--- src/rtl/sprite_pkg.sv ---
// Shared constants and types for the Player 1 sprite fetch path.
// Imported by the animation FSM and the fetch top level.
package sprite_pkg;

  localparam logic [15:0] TRANSPARENT_MASK = 16'hFF43;
  localparam int          SPR_W_DEF        = 32;
  localparam int          SPR_H_DEF        = 48;

  typedef enum logic [1:0] {
    IDLE = 2'd0,
    RUN  = 2'd1,
    JUMP = 2'd2
  } anim_state_t;

  // Indices 0, 1, 6 and 8-15 carry no visible colour.
  function automatic logic is_transparent(input logic [3:0] idx);
    return TRANSPARENT_MASK[idx];
  endfunction

endpackage

--- src/rtl/anim_fsm.sv ---
// Vsync falling-edge detector plus the idle/run/jump animation sequencer.
// Produces the per-frame latch strobe and the sprite frame number.
module anim_fsm
  import sprite_pkg::*;
#(
  parameter int NUM_RUN     = 4,
  parameter int FRAME_TICKS = 6,
  parameter int FW          = $clog2(NUM_RUN + 1)
) (
  input  logic          clk,
  input  logic          rst_n,
  input  logic          vs,
  input  logic          moving,
  input  logic          jumping,
  output logic          latch,
  output logic [FW-1:0] frame
);

  localparam int            TW         = (FRAME_TICKS > 1) ? $clog2(FRAME_TICKS) : 1;
  localparam logic [TW-1:0] TICK_LAST  = TW'(FRAME_TICKS - 1);
  localparam logic [FW-1:0] RUN_LAST   = FW'(NUM_RUN - 1);
  localparam logic [FW-1:0] JUMP_FRAME = FW'(NUM_RUN);

  anim_state_t   state_reg;
  logic          vs_d_reg;
  logic [TW-1:0] tick_reg;
  logic [FW-1:0] frame_reg;

  // Strobe is high for exactly one cycle however long vs stays low.
  assign latch = vs_d_reg & ~vs;
  assign frame = frame_reg;

  always_ff @(posedge clk or negedge rst_n) begin
    if (!rst_n) begin
      vs_d_reg  <= 1'b1;
      state_reg <= IDLE;
      tick_reg  <= '0;
      frame_reg <= '0;
    end else begin
      vs_d_reg <= vs;
      if (latch) begin
        if (jumping) begin
          state_reg <= JUMP;
          tick_reg  <= '0;
          frame_reg <= JUMP_FRAME;
        end else if (moving) begin
          state_reg <= RUN;
          if (state_reg == RUN) begin
            // Staying in RUN keeps the cadence going across edges.
            if (tick_reg == TICK_LAST) begin
              tick_reg  <= '0;
              frame_reg <= (frame_reg == RUN_LAST) ? '0 : frame_reg + 1'b1;
            end else begin
              tick_reg <= tick_reg + 1'b1;
            end
          end else begin
            tick_reg  <= '0;
            frame_reg <= '0;
          end
        end else begin
          state_reg <= IDLE;
          tick_reg  <= '0;
          frame_reg <= '0;
        end
      end
    end
  end

endmodule

--- src/rtl/player1_sprite_fetch.sv ---
// Player 1 sprite fetch: hit test, mirrored ROM addressing and a fixed
// 3-cycle pipeline delivering palette index plus opaque flag.
module player1_sprite_fetch
  import sprite_pkg::*;
#(
  parameter int SPR_W       = SPR_W_DEF,
  parameter int SPR_H       = SPR_H_DEF,
  parameter int NUM_RUN     = 4,
  parameter int FRAME_TICKS = 6,
  parameter int ROM_AW      = $clog2((NUM_RUN + 1) * SPR_W * SPR_H)
) (
  input  logic              Clk,
  input  logic              Reset_n,
  input  logic              vs,
  input  logic [9:0]        DrawX,
  input  logic [9:0]        DrawY,
  input  logic [9:0]        PlayerX,
  input  logic [9:0]        PlayerY,
  input  logic              moving,
  input  logic              jumping,
  input  logic              facing_left,
  output logic [ROM_AW-1:0] rom_addr,
  input  logic [3:0]        rom_q,
  output logic [3:0]        index,
  output logic              pix_valid
);

  localparam int                FW         = $clog2(NUM_RUN + 1);
  localparam logic [10:0]       W11        = 11'(SPR_W);
  localparam logic [10:0]       H11        = 11'(SPR_H);
  localparam logic [ROM_AW-1:0] FRAME_SIZE = ROM_AW'(SPR_W * SPR_H);
  localparam logic [ROM_AW-1:0] ROW_SIZE   = ROM_AW'(SPR_W);
  localparam logic [ROM_AW-1:0] COL_LAST   = ROM_AW'(SPR_W - 1);

  logic              latch;
  logic [FW-1:0]     frame;

  logic [9:0]        px_reg;
  logic [9:0]        py_reg;
  logic              facing_left_reg;

  logic [10:0]       x_ext, y_ext, px_ext, py_ext;
  logic [10:0]       dx, dy;
  logic              hit;
  logic [ROM_AW-1:0] col;
  logic [ROM_AW-1:0] addr_next;

  logic [ROM_AW-1:0] rom_addr_reg;
  logic [1:0]        hit_dly_reg;
  logic [3:0]        index_reg;
  logic              pix_valid_reg;

  anim_fsm #(
    .NUM_RUN    (NUM_RUN),
    .FRAME_TICKS(FRAME_TICKS),
    .FW         (FW)
  ) u_anim_fsm (
    .clk    (Clk),
    .rst_n  (Reset_n),
    .vs     (vs),
    .moving (moving),
    .jumping(jumping),
    .latch  (latch),
    .frame  (frame)
  );

  // Position and facing only move once per video frame.
  always_ff @(posedge Clk or negedge Reset_n) begin
    if (!Reset_n) begin
      px_reg          <= '0;
      py_reg          <= '0;
      facing_left_reg <= 1'b0;
    end else if (latch) begin
      px_reg          <= PlayerX;
      py_reg          <= PlayerY;
      facing_left_reg <= facing_left;
    end
  end

  // 11-bit compare so px+SPR_W past 1023 never wraps to the left edge.
  always_comb begin
    x_ext     = {1'b0, DrawX};
    y_ext     = {1'b0, DrawY};
    px_ext    = {1'b0, px_reg};
    py_ext    = {1'b0, py_reg};
    hit       = (x_ext >= px_ext) && (x_ext < px_ext + W11) &&
                (y_ext >= py_ext) && (y_ext < py_ext + H11);
    dx        = x_ext - px_ext;
    dy        = y_ext - py_ext;
    col       = facing_left_reg ? ROM_AW'(dx) : COL_LAST - ROM_AW'(dx);
    addr_next = '0;
    if (hit) begin
      addr_next = ROM_AW'(frame) * FRAME_SIZE + ROM_AW'(dy) * ROW_SIZE + col;
    end
  end

  // Stage 1 issues the address; hit rides two stages to meet rom_q.
  always_ff @(posedge Clk or negedge Reset_n) begin
    if (!Reset_n) begin
      rom_addr_reg  <= '0;
      hit_dly_reg   <= '0;
      index_reg     <= '0;
      pix_valid_reg <= 1'b0;
    end else begin
      rom_addr_reg  <= addr_next;
      hit_dly_reg   <= {hit_dly_reg[0], hit};
      index_reg     <= hit_dly_reg[1] ? rom_q : 4'd0;
      pix_valid_reg <= hit_dly_reg[1] & ~is_transparent(rom_q);
    end
  end

  assign rom_addr  = rom_addr_reg;
  assign index     = index_reg;
  assign pix_valid = pix_valid_reg;

endmodule
--- config.mk ---
export PLATFORM = sky130hd
export DESIGN_NAME = player1_sprite_fetch
export DESIGN_NICKNAME = d
export VERILOG_FILES = /design/src/rtl/sprite_pkg.sv /design/src/rtl/anim_fsm.sv /design/src/rtl/player1_sprite_fetch.sv
export SDC_FILE = /design/constraint.sdc
export NUM_CORES = 1
export LEC_CHECK = 0
export ABC_AREA = 1
export CORE_MARGIN = 3
export CORE_UTILIZATION = 50
export CTS_CLUSTER_SIZE = 12
export DETAILED_ROUTE_END_ITERATION = 6
export GPL_ROUTABILITY_DRIVEN = 1
export PLACE_DENSITY = 0.8
export SKIP_CTS_REPAIR_TIMING = 1
export SLEW_MARGIN = 10
export SYNTH_ARGS = -nofsm -noshare
export SYNTH_HDL_FRONTEND = slang
export SYNTH_SLANG_ARGS = --single-unit
--- constraint.sdc ---
create_clock -name Clk -period 5.4 [get_ports Clk]
set_input_delay 0.81 -clock Clk [delete_from_list [all_inputs] [get_ports Clk]]
set_output_delay 0.81 -clock Clk [all_outputs]
set_load 0.005 [all_outputs]
# Yosys cells after proc, flatten, opt, wreduce, memory -nomap -nowiden
# Memory sizes are Yosys's and may differ from the RTL's.
# Index checks and enable logic that the tools add are counted.
# op_classes
n_addsub	9
mul	1
n_div	0
order_cmp	5
eq_ne	4
shift	0
mux	15
bitwise_logic	4
n_reduce_logical	4
# op_table
operator	count
$mux W3	9
$add A13 B13 Y13	2
$mux W13	2
$add A10 B6 Y11 const B	2
$lt A10 B11 Y1	2
$ge A10 B10 Y1	2
$sub A5 B11 Y12 const A	1
$sub A10 B10 Y11	1
$sub A8 B8 Y8	1
$add A3 B1 Y3 const B	2
$lt A4 B5 Y1 const B	1
$mul A3 B2 Y4 const B	1
$mux W4	1
$ne A4 B4 Y1 const B	1
$eq A3 B2 Y1 const B	1
$eq A3 B3 Y1 const B	1
$logic_and A1 B1 Y1	3
$and A1 B1 Y1	2
$eq A2 B1 Y1 const B	1
$mux W1	2
$mux W2	1
$not A1 Y1	2
$reduce_and A2 Y1	1
# totals
reg_bits	50
latch_bits	0
ramBits	0
romBits	16
in_bits	50
wordCells	54
memories	1
# memory_table
name	words	width	rd	rd_ports_with_merged_regs	wr	line_no	rtl
(no name shown)	16	1	1	0	0	sprite_pkg.sv:17	return TRANSPARENT_MASK[idx];

# Logic depth before layout (Yosys ltp)
# Gate-level depths: netlist (run 1).
# logic_depth
depth_word	6
ltp_mapped	27
ltp_nobuf	27

# Hierarchy
# Synthesis (run 1) repeated with hierarchy kept, for this count alone.
# unflattened
hier_cells	512
area_unflattened_um2	3988.8
# modules_own_cells
mod	instances	cells_per_inst	area_per_inst_um2	seq_area_each_um2
player1_sprite_fetch	1	450	3492.1	1026.0
anim_fsm	1	62	496.7	226.5

# Least setup slack after synthesis (run 1)
# OpenSTA, ideal clock, no wires.
# synth_path
path_kind	input to register
from	in DrawX[0]
to	reg rom_addr_reg[12] (netlist: rom_addr[12])
t_arrival_ns	4.184
required_ns	5.327
slack_ns	1.142
path_stages	27
path_cell_list	inv_1 > ha_1 > inv_1 > fa_1 > nand2_1 > nand2_1 > nand2_1 > o21ai_1 > xnor2_2 > ha_1 > nand3_1 > nand2_2 > xor2_1 > inv_1 > fa_1 > inv_1 > ha_1 > a21oi_1 > nand2_1 > nand2_1 > nand2_1 > a21oi_1 > or2_2 > nand2_1 > inv_1 > nand3_2 > a21oi_2
# synth_between
elab_chain_cells	5
# synth_lines
item	line_no	rtl
start: declaration	player1_sprite_fetch.sv:15	input logic [9:0] DrawX,
$sub A10 B10 Y11, or another cell as far along	player1_sprite_fetch.sv:88	dx = x_ext - px_ext;
$sub A5 B11 Y12 / $logic_and A1 B1 Y1 (equally long branches)	player1_sprite_fetch.sv:90, player1_sprite_fetch.sv:86	
$mux W13 / $logic_and A1 B1 Y1 (equally long branches)	player1_sprite_fetch.sv:90, player1_sprite_fetch.sv:86	
$add A13 B13 Y13 / $logic_and A1 B1 Y1 (equally long branches)	player1_sprite_fetch.sv:93, player1_sprite_fetch.sv:87	
$mux W13 (*)	player1_sprite_fetch.sv:92	if (hit) begin
named net addr_next[12]	player1_sprite_fetch.sv:46	logic [ROM_AW-1:0] addr_next;
end signal: assignment	player1_sprite_fetch.sv:105	rom_addr_reg <= addr_next;
end: declaration	player1_sprite_fetch.sv:48	logic [ROM_AW-1:0] rom_addr_reg;
# Mark *: on every way through the listed nets, which the timed path passes. The rest lies on a longest branch.
# A chain may end at the register's enable or synchronous reset.

# Final worst setup path (run 1)
# Same ends and word-level chain as after synthesis.

==> summary.txt, run 1 <==
Drt via density -> 4.928
CTS tree -> done
F_max -> 210.5 MHz
Max-Cap Viols -> 0
Detail Placement HPWL -> 6797 microns
Clock Latency Late Sink -> 310 ps
Lkg Pwr -> 2.446 nW
Ys async rst share -> 1.000
Post-DRT Antenna Nets -> 0
Clock Tree Root -> clkbuf_8
Min-delay worst type -> flop to flop
Pwr per Cell Area -> 318.8 nW/um^2
GP Congestion -> 0.8712
Hold Slack -> 358.3 ps
Initial antenna violation count -> 0
Fin crit share -> 0.8795
Num ports -> 68
Share of cells above drive strength 1 -> 0.07895
Kind of critical path -> primary input to flop
Setup TNS -> 0 ps
CTS clk-pin slew, worst paths -> 100 ps
Register area share after synthesis -> 0.3212
Die Wd -> 94.31 microns
Count leader, synth -> nand2_1
Synthesized area -> 3899 sq um
Critical Path Sink Type -> flop
Clock Path Buffers -> 2
RSZ-0062 raised after global routing -> false
CP delay by family, top -> adder cells
CP Launch Type -> primary input
Die height -> 94.31 microns
WL/cell -> 12.18 microns
Setup slack after layout -> 650.5 ps
Max stage delay on crit path -> 470 ps
Setup violations, final -> 0
TritonRoute pass-1 iters -> 4
Slew HR -> 0.5790
Largest net degree at the start of global routing -> 51
#FFs+latches synth -> 50
Area leader, netlist -> dfrtp_1
Ys flop type -> dfrtp_1
CP required -> 5640 ps
Vias in the first global route -> 3,348
Area grow syn2layout -> 22.30%
Synthesis Warnings -> 0
Remaining Overflow, GRT -> 0
Final Critical Period -> 4749 ps
TritonCTS buffer count -> 5
Status -> finished clean
Main area contributors after synthesis -> dfrtp_1 (31%), ha_1 (14%), nand2_1 (10%)
CP max stage cell -> fa_1
Post-synth top cells -> nand2_1 (109), inv_1 (91), dfrtp_1 (49)
Die area -> 8893 sq um
CP max FO -> 4
DRT iter0 DRCs -> 105
Final routed DRC violation total -> 0
# nets final -> 671
Mapped Avg Cell Area -> 7.797 sq um
Crit path DAT -> 4990 ps
Total GRT Usage -> 0.1990
Clk_skew -> 9.635 ps
Antenna Cells -> 0
Vias -> 3,297
CP most frequent cell -> nand2_1
Final Hold Viols -> 0
Worst VDD drop -> 0.1357 mV
First-pass GRT wire length -> 14,320 microns
Worst-Margin Slew -> 631.4 ps
Flip-flop count of the largest register after layout -> 13
Clock Sinks -> 50
Share of the synthesized area in the top cell type -> 0.3145
Dpl ws -> 357.7 ps
Count of cell types in the netlist -> 40
Post-synth EDFFs -> 0
Rows -> 31
Cells after Synth -> 500
Final Util -> 0.6436
Port buffer count -> 67
Initial Utilization -> 0.5263
Htree depth -> 2
Core footprint -> 7408 sq um
Syn nets -> 602
Bufs and invs on worst path -> 6
Total Wirelength -> 8148 microns
Slew Limit Fails -> 0
## power breakdown
group	leakage (nW)	switching [mW]	internal, mW
Sequential	0.652	0.0271	0.423
Combinational	1.74	0.473	0.362
Clock	0.0502	0.138	0.0962
Total	2.45	0.639	0.881
## area by class of cell
type                    instances  area, sq um
well taps                      99        123.9
repair buffers                 69        680.7
fillers                       633         2640
multi-input cells             348         2257
flip-flops and latches         50         1252
inverters                      95        356.6
clock buffers                   5        68.82
clock inverters                 3        28.78
## metrics by stage
stage,power (mW),std cells,instance area (sq um)
global placement,1.256,661,4671
finish,1.520,669,4768
global route,1.665,669,4768
CTS,1.536,669,4768
detailed placement,1.293,661,4671
floorplan,1.071,500,3899
## metal layers
layer / track usage / wire, microns / vias up
li1: - / - / 1719
met1: 0.2499 / 3682 / 1499
met2: 0.3517 / 3996 / 68
met3: 0.02724 / 329 / 11
met4: 0.06498 / 140 / 0
met5: 0 / 0 / -
## path summary, 6_finish.rpt
check / startpoint / end / slack, ps / depth (start not counted)
setup / recovery: DrawX[0] / rom_addr[12] / 650 / 28
hold / removal: hit_dly_reg[0] / hit_dly_reg[1] / 360 / 0
setup reg to reg: px_reg[0] / rom_addr[12] / 1190 / 26
hold reg to reg: hit_dly_reg[0] / hit_dly_reg[1] / 360 / 0
max in group asynchronous: Reset_n / px_reg[2] / 4380 / 2
min in group asynchronous: Reset_n / px_reg[1] / 590 / 2
## cell families after synthesis
group,synth area share
adders and majority gates,0.1804
xor gates and xnor gates,0.06675
AOI/OAI and AO/OA,0.1027
buffers and inverters,0.1004
and+or+nand+nor,0.2285
DFF,0.3212
## placed cells by master, fill, tap and decap left out, types with 10 or more instances in the layout
cell type	instances
a21oi_1	20
clkdlybuf4s50_1	66
dfrtp_1	49
ha_1	45
inv_1	91
nand2_1	109
nand2_2	10
nand3_1	19
nor2_1	25
nor2_2	10
o21ai_0	28
xnor2_1	10
xor2_1	16
(Power assumes the default switching activity.)
==> run 2: changes to the inputs <==
--- a/config.mk
+++ b/config.mk
@@ -8,10 +8,10 @@
 export ABC_AREA = 1
 export CORE_MARGIN = 3
 export CORE_UTILIZATION = 50
-export CTS_CLUSTER_SIZE = 12
 export DETAILED_ROUTE_END_ITERATION = 6
 export GPL_ROUTABILITY_DRIVEN = 1
 export PLACE_DENSITY = 0.8
+export RECOVER_POWER = 25
 export SKIP_CTS_REPAIR_TIMING = 1
 export SLEW_MARGIN = 10
 export SYNTH_ARGS = -nofsm -noshare
==> run 2 against run 1 <==
Effect of this change: largest cell class unchanged; fmax is essentially flat; the run now ends with max-capacitance violations, max-slew violations left; utilization shrank 0.051 points; clock power is essentially flat; first-iteration DRC count is the same.
==> summary.txt, run 2 (synthesis results as in run 1) <==
Die area -> 8893 sq um
Clk_skew -> 9.226 ps
Core footprint -> 7408 sq um
Flop2flop setup slack -> 1180 ps
Critical Path Sink -> rom_addr[12]
Num ports -> 68
DRT iter0 DRCs -> 105
Initial Utilization -> 0.5263
Commonest non-fill, non-tap cell in the layout -> nand2_1
WL/cell -> 12.20 microns
RSZ-0062 raised after global routing -> false
Max-Cap Viols -> 1
Kind of critical path -> primary input to flop
CTS tree -> done
Final Hold Viols -> 0
Reg2reg end -> rom_addr[12]
Pwr per Cell Area -> 319.2 nW/um^2
Flip-flop count of the largest register after layout -> 13
CTS clk-pin slew, worst paths -> 100 ps
Rows -> 31
Status -> finished with violations
TritonCTS buffer count -> 5
# nets final -> 671
Die height -> 94.31 microns
Final Critical Period -> 4751 ps
Drt via density -> 4.948
TritonRoute pass-1 iters -> 4
CP Launch Type -> primary input
Port buffer count -> 67
Setup violations, final -> 0
Post-DRT Antenna Nets -> 0
Slew Limit Fails -> 51
Htree depth -> 2
CP required -> 5640 ps
Clock Latency Late Sink -> 310 ps
Lkg Pwr -> 2.443 nW
Fin crit share -> 0.8799
Remaining Overflow, GRT -> 0
Clock Tree Root -> clkbuf_8
Vias in the first global route -> 3,348
Total GRT Usage -> 0.1990
CP max FO -> 4
GP Congestion -> 0.8712
Largest net degree at the start of global routing -> 51
Detail Placement HPWL -> 6797 microns
Die Wd -> 94.31 microns
Critical Path Sink Type -> flop
F_max -> 210.5 MHz
Clock Sinks -> 50
Min-delay worst type -> flop to flop
Antenna Cells -> 0
Worst-Margin Slew -> 2644 ps
Share of cells above drive strength 1 -> 0.07719
Final Util -> 0.6431
Slew HR -> -0.7628
Worst VDD drop -> 0.1360 mV
Vias -> 3,310
FF-to-FF Start -> px_reg[0]
Setup TNS -> 0 ps
Initial antenna violation count -> 0
Area grow syn2layout -> 22.21%
Reg2Reg Depth -> 26
Failing checks -> max-capacitance violations, max-slew violations
First-pass GRT wire length -> 14,320 microns
Final routed DRC violation total -> 0
Worst Setup SP -> DrawX[0]
Clock Path Buffers -> 2
Commonest non-fill, non-tap cells in the layout -> nand2_1 (109), inv_1 (91), clkdlybuf4s50_1 (65)
Total Wirelength -> 8161 microns
Crit path DAT -> 4990 ps
## run 2: cell count changes in the layout (fill, tap and decap cells not counted), sizes merged
cell,previous run,this run
clkbuf,5,6
clkdlybuf4s50,66,65
dlygate4sd3,0,1
buf,3,2
## run 2: worst min-delay path by stage
stage / start / end / slack [ps] / cells after the start
after global placement: hit_dly_reg[0] / hit_dly_reg[1] / 340 / 0
after global routing: hit_dly_reg[0] / hit_dly_reg[1] / 370 / 0
after floorplan: hit_dly_reg[0] / hit_dly_reg[1] / 330 / 0
final: hit_dly_reg[0] / hit_dly_reg[1] / 360 / 0
after detailed placement: hit_dly_reg[0] / hit_dly_reg[1] / 340 / 0
after CTS: hit_dly_reg[0] / hit_dly_reg[1] / 360 / 0
## run 2: layer usage
layer	up-vias	wire, microns	global-route usage
met5	-	0	0
met4	0	140	0.06498
met3	11	386	0.02724
met2	76	4004	0.3517
met1	1503	3629	0.2499
li1	1720	-	-
## run 2: layout make-up
cell class	instances	area, sq um
clock buffer	5	68.82
clock inverter	3	28.78
fill	635	2644
inverter	95	356.6
multi-input combinational	348	2257
sequential	50	1252
tap	99	123.9
timing repair buffer	69	676.9
## run 2: metrics by stage
stage	worst slack (ps)	power, mW	hold WS (ps)	cells	instance area (sq um)
floorplan	1142	1.071	331.2	500	3899
global placement	578.5	1.256	335.8	661	4671
detailed placement	357.7	1.293	337.1	661	4671
CTS	688.9	1.536	361.3	669	4768
global route	435.5	1.665	366.5	669	4765
finish	648.5	1.521	358.2	669	4765
## run 2: where the power goes
part           internal, mW  switching (mW)
Combinational         0.362           0.474
Sequential            0.423          0.0271
Clock                0.0962           0.138
## run 2: critical path, stage by stage
cell and delay, ps:
clkdlybuf4s50_1 400, inv_1 60, ha_1 130, inv_1 70, fa_1 420, nand2_1 90
nand2_1 70, nand2_1 110, o21ai_1 100, xnor2_2 200, ha_1 210, nand3_1 100
nand2_2 110, xor2_1 180, inv_1 70, fa_1 470, inv_1 40, ha_1 330
a21oi_1 180, nand2_1 110, nand2_1 70, nand2_1 50, a21oi_1 140, or2_2 130
nand2_1 60, inv_1 60, nand3_2 70, a21oi_2 130
==> run 3: changes to the inputs <==
--- a/config.mk
+++ b/config.mk
@@ -10,7 +10,7 @@
 export CORE_UTILIZATION = 50
 export DETAILED_ROUTE_END_ITERATION = 6
 export GPL_ROUTABILITY_DRIVEN = 1
-export PLACE_DENSITY = 0.8
+export PLACE_DENSITY = 0.76
 export RECOVER_POWER = 25
 export SKIP_CTS_REPAIR_TIMING = 1
 export SLEW_MARGIN = 10
==> run 3 against run 2 <==
Effect of this change: the flow still finishes with violations (max-capacitance violations, max-slew violations); first-iteration DRC count fell by 0.95%; sequential power barely moved; register-to-register slack gained 130 ps; final area down 0.11%; combinational power hardly changed; setup slack improved by 130 ps; clock power barely moved; flip-flop and latch count did not move; critical path depth did not move; worst hold slack improved by 4.7 ps; utilization down 0.068 points; critical path type unchanged; largest power group unchanged.
==> summary.txt, run 3 (synthesis results as in run 1) <==
Setup violations, final -> 0
TritonRoute pass-1 iters -> 7
Final Critical Period -> 4625 ps
Highest Signal Layer -> met4
Drt via density -> 4.937
Worst VDD drop -> 0.1473 mV
Largest net degree at the start of global routing -> 51
Num ports -> 68
F_max -> 216.2 MHz
Met3 routed WL -> 456 microns
DRT iter0 DRCs -> 104
Fin crit share -> 0.8564
Post-placement cell count -> 660
Die Wd -> 94.31 microns
CTS clk-pin slew, worst paths -> 100 ps
Critical Path Sink Type -> flop
Crit path DAT -> 4860 ps
# nets final -> 670
Post-DRT Antenna Nets -> 0
Htree depth -> 2
Status -> finished with violations
Min-delay worst type -> flop to flop
Clock Sinks -> 50
Initial Utilization -> 0.5263
Die area -> 8893 sq um
Core footprint -> 7408 sq um
Total GRT Usage -> 0.1984
CP required -> 5640 ps
Max-Cap Viols -> 1
Commonest non-fill, non-tap cell in the layout -> nand2_1
Clock Tree Root -> clkbuf_8
Port buffer count -> 67
First-pass GRT wire length -> 14,210 microns
CP Launch Type -> primary input
Failing checks -> max-capacitance violations, max-slew violations
Lkg Pwr -> 2.440 nW
Setup TNS -> 0 ps
Rows -> 31
Initial antenna violation count -> 0
CTS tree -> done
CP max FO -> 4
Slew Limit Fails -> 51
Hold Slack -> 363.0 ps
Vias -> 3,298
DRT met1 WL -> 3859 microns
TritonCTS buffer count -> 5
Vias in the first global route -> 3,209
Worst-Margin Slew -> 2619 ps
Finished Layout Cells -> 668
WL/cell -> 12.39 microns
RSZ-0062 raised after global routing -> false
Remaining Overflow, GRT -> 0
Detail Placement HPWL -> 6784 microns
Total Wirelength -> 8274 microns
Design Power -> 1.520 mW
Flip-flop count of the largest register after layout -> 13
Kind of critical path -> primary input to flop
Area grow syn2layout -> 22.08%
Met2 wire len -> 3872 microns
Slew HR -> -0.7459
Share of cells above drive strength 1 -> 0.07557
GP Congestion -> 0.8597
Clock Latency Late Sink -> 310 ps
Clock Path Buffers -> 2
Clk_skew -> 6.430 ps
Commonest non-fill, non-tap cells in the layout -> nand2_1 (109), inv_1 (91), clkdlybuf4s50_1 (61)
Final Hold Viols -> 0
Antenna Cells -> 0
Die height -> 94.31 microns
Final routed DRC violation total -> 0
Pwr per Cell Area -> 319.3 nW/um^2
run 3: cell count changes in the layout (fill, tap and decap cells not counted):
cell,delta
clkdlybuf4s50_1,-4
inv_6,+1
buf_2,-1
dlygate4sd3_1,+4
clkinv_4,-1
run 3: critical path, cell delays in order:
cell	delay [ps]
clkdlybuf4s50_1	400
inv_1	60
ha_1	130
inv_1	70
fa_1	420
nand2_1	90
nand2_1	70
nand2_1	100
o21ai_1	100
xnor2_2	200
ha_1	210
nand3_1	90
nand2_2	110
xor2_1	150
inv_1	60
fa_1	470
inv_1	40
ha_1	330
a21oi_1	160
nand2_1	90
nand2_1	60
nand2_1	40
a21oi_1	140
or2_2	130
nand2_1	50
inv_1	60
nand3_2	70
a21oi_2	120
run 3: per-layer routing:
layer / vias up / GRT usage
li1: 1720 / -
met1: 1477 / 0.2548
met2: 93 / 0.3534
met3: 8 / 0.03125
met4: 0 / 0.03971
met5: - / 0
run 3: final timing paths:
path                       depth (start not counted)                   to  slack [ps]           start
max                                               28         rom_addr[12]         780        DrawX[0]
min                                                0       hit_dly_reg[1]         360  hit_dly_reg[0]
max reg2reg                                       26         rom_addr[12]        1310       px_reg[0]
min reg2reg                                        0       hit_dly_reg[1]         360  hit_dly_reg[0]
max in group asynchronous                          1  u_anim_fsm.frame[2]        2620         Reset_n
min in group asynchronous                          1            px_reg[3]        1310         Reset_n
run 3: report_power, final:
group / total [mW] / switching, mW / internal (mW) / leakage (nW)
Clock: 0.238 / 0.141 / 0.0972 / 0.0506
Combinational: 0.833 / 0.472 / 0.361 / 1.74
Sequential: 0.449 / 0.0258 / 0.423 / 0.652
Total: 1.52 / 0.638 / 0.881 / 2.44
run 3: metrics by stage:
| stage | setup WS (ps) | utilization | cell area [sq um] |
|---|---|---|---|
| CTS | 769.1 | 0.6426 | 4761 |
| finish | 775.2 | 0.6425 | 4760 |
| floorplan | 1142 | - | 3899 |
| detailed placement | 442.6 | 0.6295 | 4663 |
| global placement | 548.5 | 0.6295 | 4663 |
| global route | 399.4 | 0.6425 | 4760 |
run 3: area by class of cell:
class,count,area [sq um]
fillers,646,2649
multi-input cells,348,2257
flip-flops and latches,50,1252
repair buffers,68,671.9
inverters,95,356.6
well taps,99,123.9
clock buffers,5,68.82
clock inverters,3,28.78
